`src/rtl/pc_fetch.sv`:
```
// pc_fetch: instruction-fetch stage. Issues one instruction-memory read per
// instruction, holds the returned word for decode until it is accepted, then
// loads the externally selected next PC and (if enabled) starts the next read.
//
// Ports:
//   clk, rst        clock, asynchronous active-low reset
//   enable          fetch enable; low stops new fetches from starting
//   next_pc         next PC from the PC-select mux, sampled at the decode handshake
//   im_req/im_addr  instruction-memory read request and byte address
//   im_ack/im_rdata instruction-memory acknowledge and read data
//   instr/instr_valid/instr_ready  fetched instruction to decode, with handshake
//   current_pc      address of the instruction being fetched or held
//   fetch_count     saturating count of instructions accepted by decode
//   pc_misalign     sticky flag: a misaligned next_pc was seen at a handshake
module pc_fetch #(
    parameter int unsigned DataSize = 32,
    parameter logic [9:0]  ResetPC  = 10'd0
) (
    input  logic                clk,
    input  logic                rst,
    input  logic                enable,
    input  logic [9:0]          next_pc,
    output logic                im_req,
    output logic [9:0]          im_addr,
    input  logic                im_ack,
    input  logic [DataSize-1:0] im_rdata,
    output logic [DataSize-1:0] instr,
    output logic                instr_valid,
    input  logic                instr_ready,
    output logic [9:0]          current_pc,
    output logic [15:0]         fetch_count,
    output logic                pc_misalign
);

    localparam int unsigned PcW  = 10;
    localparam int unsigned CntW = 16;

    typedef enum logic [1:0] {
        S_IDLE = 2'd0,
        S_REQ  = 2'd1,
        S_HOLD = 2'd2
    } state_e;

    state_e              state_q, state_d;
    logic                im_req_q, im_req_d;
    logic [PcW-1:0]      im_addr_q, im_addr_d;
    logic [PcW-1:0]      current_pc_q, current_pc_d;
    logic [DataSize-1:0] instr_q, instr_d;
    logic                instr_valid_q, instr_valid_d;
    logic [CntW-1:0]     fetch_count_q, fetch_count_d;
    logic                pc_misalign_q, pc_misalign_d;
    logic [PcW-1:0]      aligned_pc_c;

    // Next-state and registered-output logic
    always_comb begin
        state_d       = state_q;
        im_req_d      = im_req_q;
        im_addr_d     = im_addr_q;
        current_pc_d  = current_pc_q;
        instr_d       = instr_q;
        instr_valid_d = instr_valid_q;
        fetch_count_d = fetch_count_q;
        pc_misalign_d = pc_misalign_q;
        // Low address bits are dropped; a misaligned PC only raises the flag.
        aligned_pc_c  = {next_pc[PcW-1:2], 2'b00};

        case (state_q)
            S_IDLE: begin
                if (enable) begin
                    state_d   = S_REQ;
                    im_req_d  = 1'b1;
                    im_addr_d = current_pc_q;
                end
            end
            S_REQ: begin
                // The request runs to completion regardless of enable.
                if (im_ack) begin
                    state_d       = S_HOLD;
                    im_req_d      = 1'b0;
                    instr_d       = im_rdata;
                    instr_valid_d = 1'b1;
                end
            end
            S_HOLD: begin
                if (instr_valid_q && instr_ready) begin
                    current_pc_d  = aligned_pc_c;
                    instr_valid_d = 1'b0;
                    if (fetch_count_q != {CntW{1'b1}}) begin
                        fetch_count_d = fetch_count_q + CntW'(1);
                    end
                    if (next_pc[1:0] != 2'b00) begin
                        pc_misalign_d = 1'b1;
                    end
                    // Back-to-back fetch skips IDLE to sustain one instr per 2 cycles.
                    if (enable) begin
                        state_d   = S_REQ;
                        im_req_d  = 1'b1;
                        im_addr_d = aligned_pc_c;
                    end else begin
                        state_d   = S_IDLE;
                    end
                end
            end
            default: begin
                state_d  = S_IDLE;
                im_req_d = 1'b0;
            end
        endcase
    end

    // State and output registers
    always_ff @(posedge clk or negedge rst) begin
        if (!rst) begin
            state_q       <= S_IDLE;
            im_req_q      <= 1'b0;
            im_addr_q     <= ResetPC;
            current_pc_q  <= ResetPC;
            instr_q       <= '0;
            instr_valid_q <= 1'b0;
            fetch_count_q <= '0;
            pc_misalign_q <= 1'b0;
        end else begin
            state_q       <= state_d;
            im_req_q      <= im_req_d;
            im_addr_q     <= im_addr_d;
            current_pc_q  <= current_pc_d;
            instr_q       <= instr_d;
            instr_valid_q <= instr_valid_d;
            fetch_count_q <= fetch_count_d;
            pc_misalign_q <= pc_misalign_d;
        end
    end

    assign im_req      = im_req_q;
    assign im_addr     = im_addr_q;
    assign current_pc  = current_pc_q;
    assign instr       = instr_q;
    assign instr_valid = instr_valid_q;
    assign fetch_count = fetch_count_q;
    assign pc_misalign = pc_misalign_q;

endmodule

```
`config.mk`:
```
export PLATFORM = sky130hd
export DESIGN_NAME = pc_fetch
export DESIGN_NICKNAME = d
export VERILOG_FILES = /design/src/rtl/pc_fetch.sv
export SDC_FILE = /design/constraint.sdc
export NUM_CORES = 1
export LEC_CHECK = 0
export BUFFER_PORTS_ARGS = -buffer_cell sky130_fd_sc_hd__buf_4
export CORE_ASPECT_RATIO = 0.6
export CORE_MARGIN = 5
export CORE_UTILIZATION = 38
export DETAILED_ROUTE_END_ITERATION = 8
export PLACE_DENSITY = 0.65
export REMOVE_ABC_BUFFERS = 1
export SETUP_SLACK_MARGIN = 0.02
export SKIP_CTS_REPAIR_TIMING = 1
export SLEW_MARGIN = 0
export SYNTH_ARGS = -nofsm -noshare
export SYNTH_HDL_FRONTEND = slang
export SYNTH_SLANG_ARGS = --single-unit
```
`constraint.sdc`:
```
create_clock -name clk -period 4.6 [get_ports clk]
set_clock_uncertainty 0.2 [all_clocks]
set_input_delay 0.46 -clock clk [delete_from_list [all_inputs] [get_ports clk]]
set_output_delay 0.46 -clock clk [all_outputs]
set_load 0.02 [all_outputs]
```
After elaboration in Yosys (flattened, before gate mapping)
Cells that the tools add are included.
Operators by class
  equality and inequality tests: 7
  multiplexer cells: 16
  add/subtract/negate cells: 1
  reduce and logical (&&, ||, !) cells: 13
Operators with widths (count)
  2-to-1 mux 10 bit: 3
  case mux 10 bit (2 select lines): 1
  adder 16 x 1 -> 16 bit, second input constant: 1
  inequality test 16 bit, second input constant: 1
  AND reduction 3 bit: 4
  inequality test 2 bit, second input constant: 4
  2-to-1 mux 1 bit: 6
  2-to-1 mux 2 bit: 3
  case mux 2 bit (3 select lines): 1
  AND reduction 2 bit: 3
  nonzero test 2 bit: 3
  AND reduction 4 bit: 1
  case mux 1 bit (3 select lines): 1
  equality test 2 x 1 -> 1 bit, second input constant: 1
  equality test 2 bit, second input constant: 1
  logical NOT 2 bit: 1
  case mux 1 bit (2 select lines): 1
  logical AND 1 bit: 1
Word-level totals
  word-level logic and storage cells: 45
  bits of input ports: 47
  bits in registers: 71
  output and inout port bits: 71

Longest topological paths before layout
  depth in word-level cells: 3
  mapped depth: 6

Least setup slack after synthesis
No wires, ideal clock.
  path type: register -> register
  from: register fetch_count_q[0] (netlist: fetch_count[0])
  to: register fetch_count_q[14] (netlist: fetch_count[14])
  stages on the path, launching flop included: 6
  data required time: 4.320 ns
  data arrival time: 1.643 ns
  setup slack: 2.677 ns
  path buffers: 0
  clock period less this slack: 1.923 ns
  library setup time: 0.080 ns
  path through: dfrtp_1 -> ha_1 -> nand4_2 -> a2111o_1 -> nor2_1 -> xor2_1
On the way
  cells in the longest elaborated chain, start to end: 2
  elaborated cells between the ends (all ways): 3
  those cells by class: 1 x add/sub; 1 x eq/ne; 1 x reduce/logical
RTL lines
  start, declared: line 50  | logic [CntW-1:0] fetch_count_q, fetch_count_d;
  start signal, assigned: line 129  | fetch_count_q <= fetch_count_d;
  branches (longest 2 deep; another with adder 16 x 1 -> 16 bit)
Several ways; the timed one is not identified.
A chain may end at the register's enable or synchronous reset.

Final worst setup path
  from: register fetch_count_q[0] (netlist: fetch_count[0])
  to: register fetch_count_q[1] (netlist: fetch_count[1])
Same word-level chain as after synthesis.

==> metrics.md <==
| Metric | Value |
|---|---|
| Full die area | 9550 um2 |
| Unrepaired setup endpoints after global routing | no |
| Final ANT Viol Nets | 0 |
| Comb power frac | 39.5% |
| Final Setup Violations | 0 |
| N_diodes | 0 |
| Sequential share of power | 34.1% |
| Starting Density | 39.5% |
| Crit path launch type | flop |
| Syn Inst Count | 215 |
| Worst min path class | input pin to asynchronous set/reset pin |
| Via count | 2059 |
| Switching Power | 1.02 mW |
| Async SR Flop Fraction | 100% |
| Detailed placer's ending HPWL | 4910 um |
| TNS Setup | 0 ns |
| Clk pwr share | 26.4% |
| Period utilization | 49.2% |
| Pwr dens | 714 nW/um2 |
| Most common cell after layout, fill and taps aside | buf_4 |
| Pleak | 2.06 nW |
| Internal Power | 1.96 mW |
| NumNets Final | 379 |
| Vias in the first global route | 2069 |
| Final-report hold violation count | 0 |
| Status | completed |
| CTS tree | done |
| Crit end category | flop |
| Vias/cell | 4.68 |
| Die outline height | 77.7 um |
| Initial antenna violation count | 0 |
| Largest net degree at the start of global routing | 70 |
| Drt wl/cell | 15.5 um |
| Share of cells above drive strength 1 | 53.0% |
| Ys Warns | 0 |
| Leading cell types in the layout, fill and taps excluded | buf_4, dfrtp_1, mux2_2, nand2_1, xor2_1 |
| Port Buf Inserts | 113 |
| Max Root-Sink Buffers | 2 |
| Synthesized flop and latch total | 69 |
| Slew margin rel. | 29.7% |
| TritonCTS Buffers | 9 |
| Worst-Margin Slew | 1.05 ns |
| CTS Sinks | 69 |
| Clock insertion delay at the later pin of the skew report | 0.33 ns |
| Worst Path Max Fanout | 11 |
| FMAX | 442 MHz |
| Maxcap violations | 0 |
| Die width | 123 um |
| First-pass GRT wire length | 11000 um |
| Num rows | 24 |
| Worst vdd ir | 296 uV |
| Mean Syn Cell Area | 13.5 um2 |
| Max-slew violations | 0 |
| Prevailing post-synth register cell | dfrtp_1 |
| Drt pass-1 iters | 4 |
| Post-detailed-route DRC marker count | 0 |
| Initial drt markers | 105 |
| CP Class | flop to flop |
| Pwr Total | 2.97 mW |
| Core area | 7360 um2 |
| Sw Ratio | 34.2% |
| GP Congestion | 0.757 |
| EDFF count, synth | 0 |
| H-tree depth | 3 |
| Final min period | 2.26 ns |
| WL final | 6820 um |
| GRT overflow | 0 |
| Library cells used by synthesis | 36 |
| GRT Resource Usage Total | 14.8% |
| Sequential area share after synthesis | 59.5% |
| CP Data Required Time | 4.61 ns |
| I/O pin cnt | 118 |
| Arr. time, crit path | 2.28 ns |
| Worst-path clk slew | 0.06 ns |
| Clock root buffer | clkbuf_16 |
| Post-Syn Area | 2900 um2 |
| P&R area growth vs syn | 43.5% |
[cell type report]
cell class              count  area, um2
fillers                   619       3190
flip-flops and latches     69       1730
multi-input cells         136       1110
repair buffers            114        856
clock buffers              10        229
well taps                 104        130
clock inverters             6        111
inverters                   1       3.75
[stage by stage]
| step | instance area [um2] | setup WS (ns) | util [%] | cells | hold slack, ns |
|---|---|---|---|---|---|
| after floorplan | 2840 | 2.45 | - | 206 | -0.0356 |
| after global placement | 3830 | 2.36 | 52.0 | 424 | 0.265 |
| after detailed placement | 3830 | 2.34 | 52.0 | 424 | 0.272 |
| after CTS | 4170 | 2.32 | 56.6 | 440 | 0.0757 |
| after global routing | 4170 | 2.18 | 56.6 | 440 | 0.129 |
| final | 4170 | 2.34 | 56.6 | 440 | 0.0464 |
[synth_stat cells (all sizes together), types with 4 or more instances]
library cell	instances	area (um2)
nor2	5	21.3
dfrtp	69	1730
nand2	18	67.6
nor4	4	46.3
nor3	5	25.0
and4	4	36.3
o21ai	10	50.1
mux2	41	465
nand4	4	31.3
nand3	7	35.0
mux2i	8	80.1
buf	11	71.3
xor2	14	123
[state kept, by name, summed over array words and instances (netlist names)]
signal and flops:
fetch_count 16, state_q 2, pc_misalign 1, im_req 1, current_pc 8, im_addr 8
instr_valid 1, instr 32
[power groups by stage]
| stage | Clock [mW] | Sequential (mW) | Combinational [mW] |
|---|---|---|---|
| final | 0.784 | 1.01 | 1.17 |
| after global routing | 0.834 | 1.05 | 1.26 |
| after CTS | 0.806 | 1.02 | 1.19 |
| after detailed placement | 0 | 1.03 | 1.19 |
| after global placement | 0 | 1.02 | 1.17 |
| after floorplan | 0 | 1.30 | 0.377 |
[worst paths after layout]
path | endpoint | depth (start not counted) | start | slack, ns
setup / recovery | fetch_count[1] | 5 | fetch_count[0] | 2.34
max in group asynchronous | fetch_count[6] | 1 | rst | 3.58
hold / removal | im_addr[9] | 1 | rst | 0.05
hold reg to reg | im_addr[8] | 2 | im_addr[8] | 0.28
setup reg to reg | fetch_count[1] | 5 | fetch_count[0] | 2.34
min in group clk | state_q[0] | 2 | im_ack | 0.15
[cells by family (layout without fill, tap and decap cells)]
logic type / count (synthesis) / count (layout) / synth area share (%)
AND/OR/NAND/NOR: 54 / 54 / 11.3
adder cells (fa/ha/maj): 1 / 1 / 0.431
flip-flops: 69 / 69 / 59.5
multiplexers: 49 / 49 / 18.8
AO/OA/AOI/OAI: 13 / 13 / 2.67
XOR/XNOR: 15 / 15 / 4.52
other: 1 / 4 / 0.129
buffers and inverters: 13 / 131 / 2.71
[per-layer routing]
| metal | GRT usage [%] | vias up | share of wire (%) |
|---|---|---|---|
| met2 | 20.3 | 74 | 41 |
| met1 | 20.3 | 988 | 47 |
| met4 | 5.36 | 0 | 1.2 |
| li1 | - | 988 | - |
| met5 | 0 | - | 0 |
| met3 | 7.19 | 9 | 10 |
[worst max-delay path, cell delays in order, from the launching register on]
cell and delay [ns]:
dfrtp_1 0.45, ha_1 0.27, nand4_2 0.16, nor4_4 0.61, nor2_2 0.14, mux2_4 0.32
Note: power is estimated with default switching activity, not from simulation.
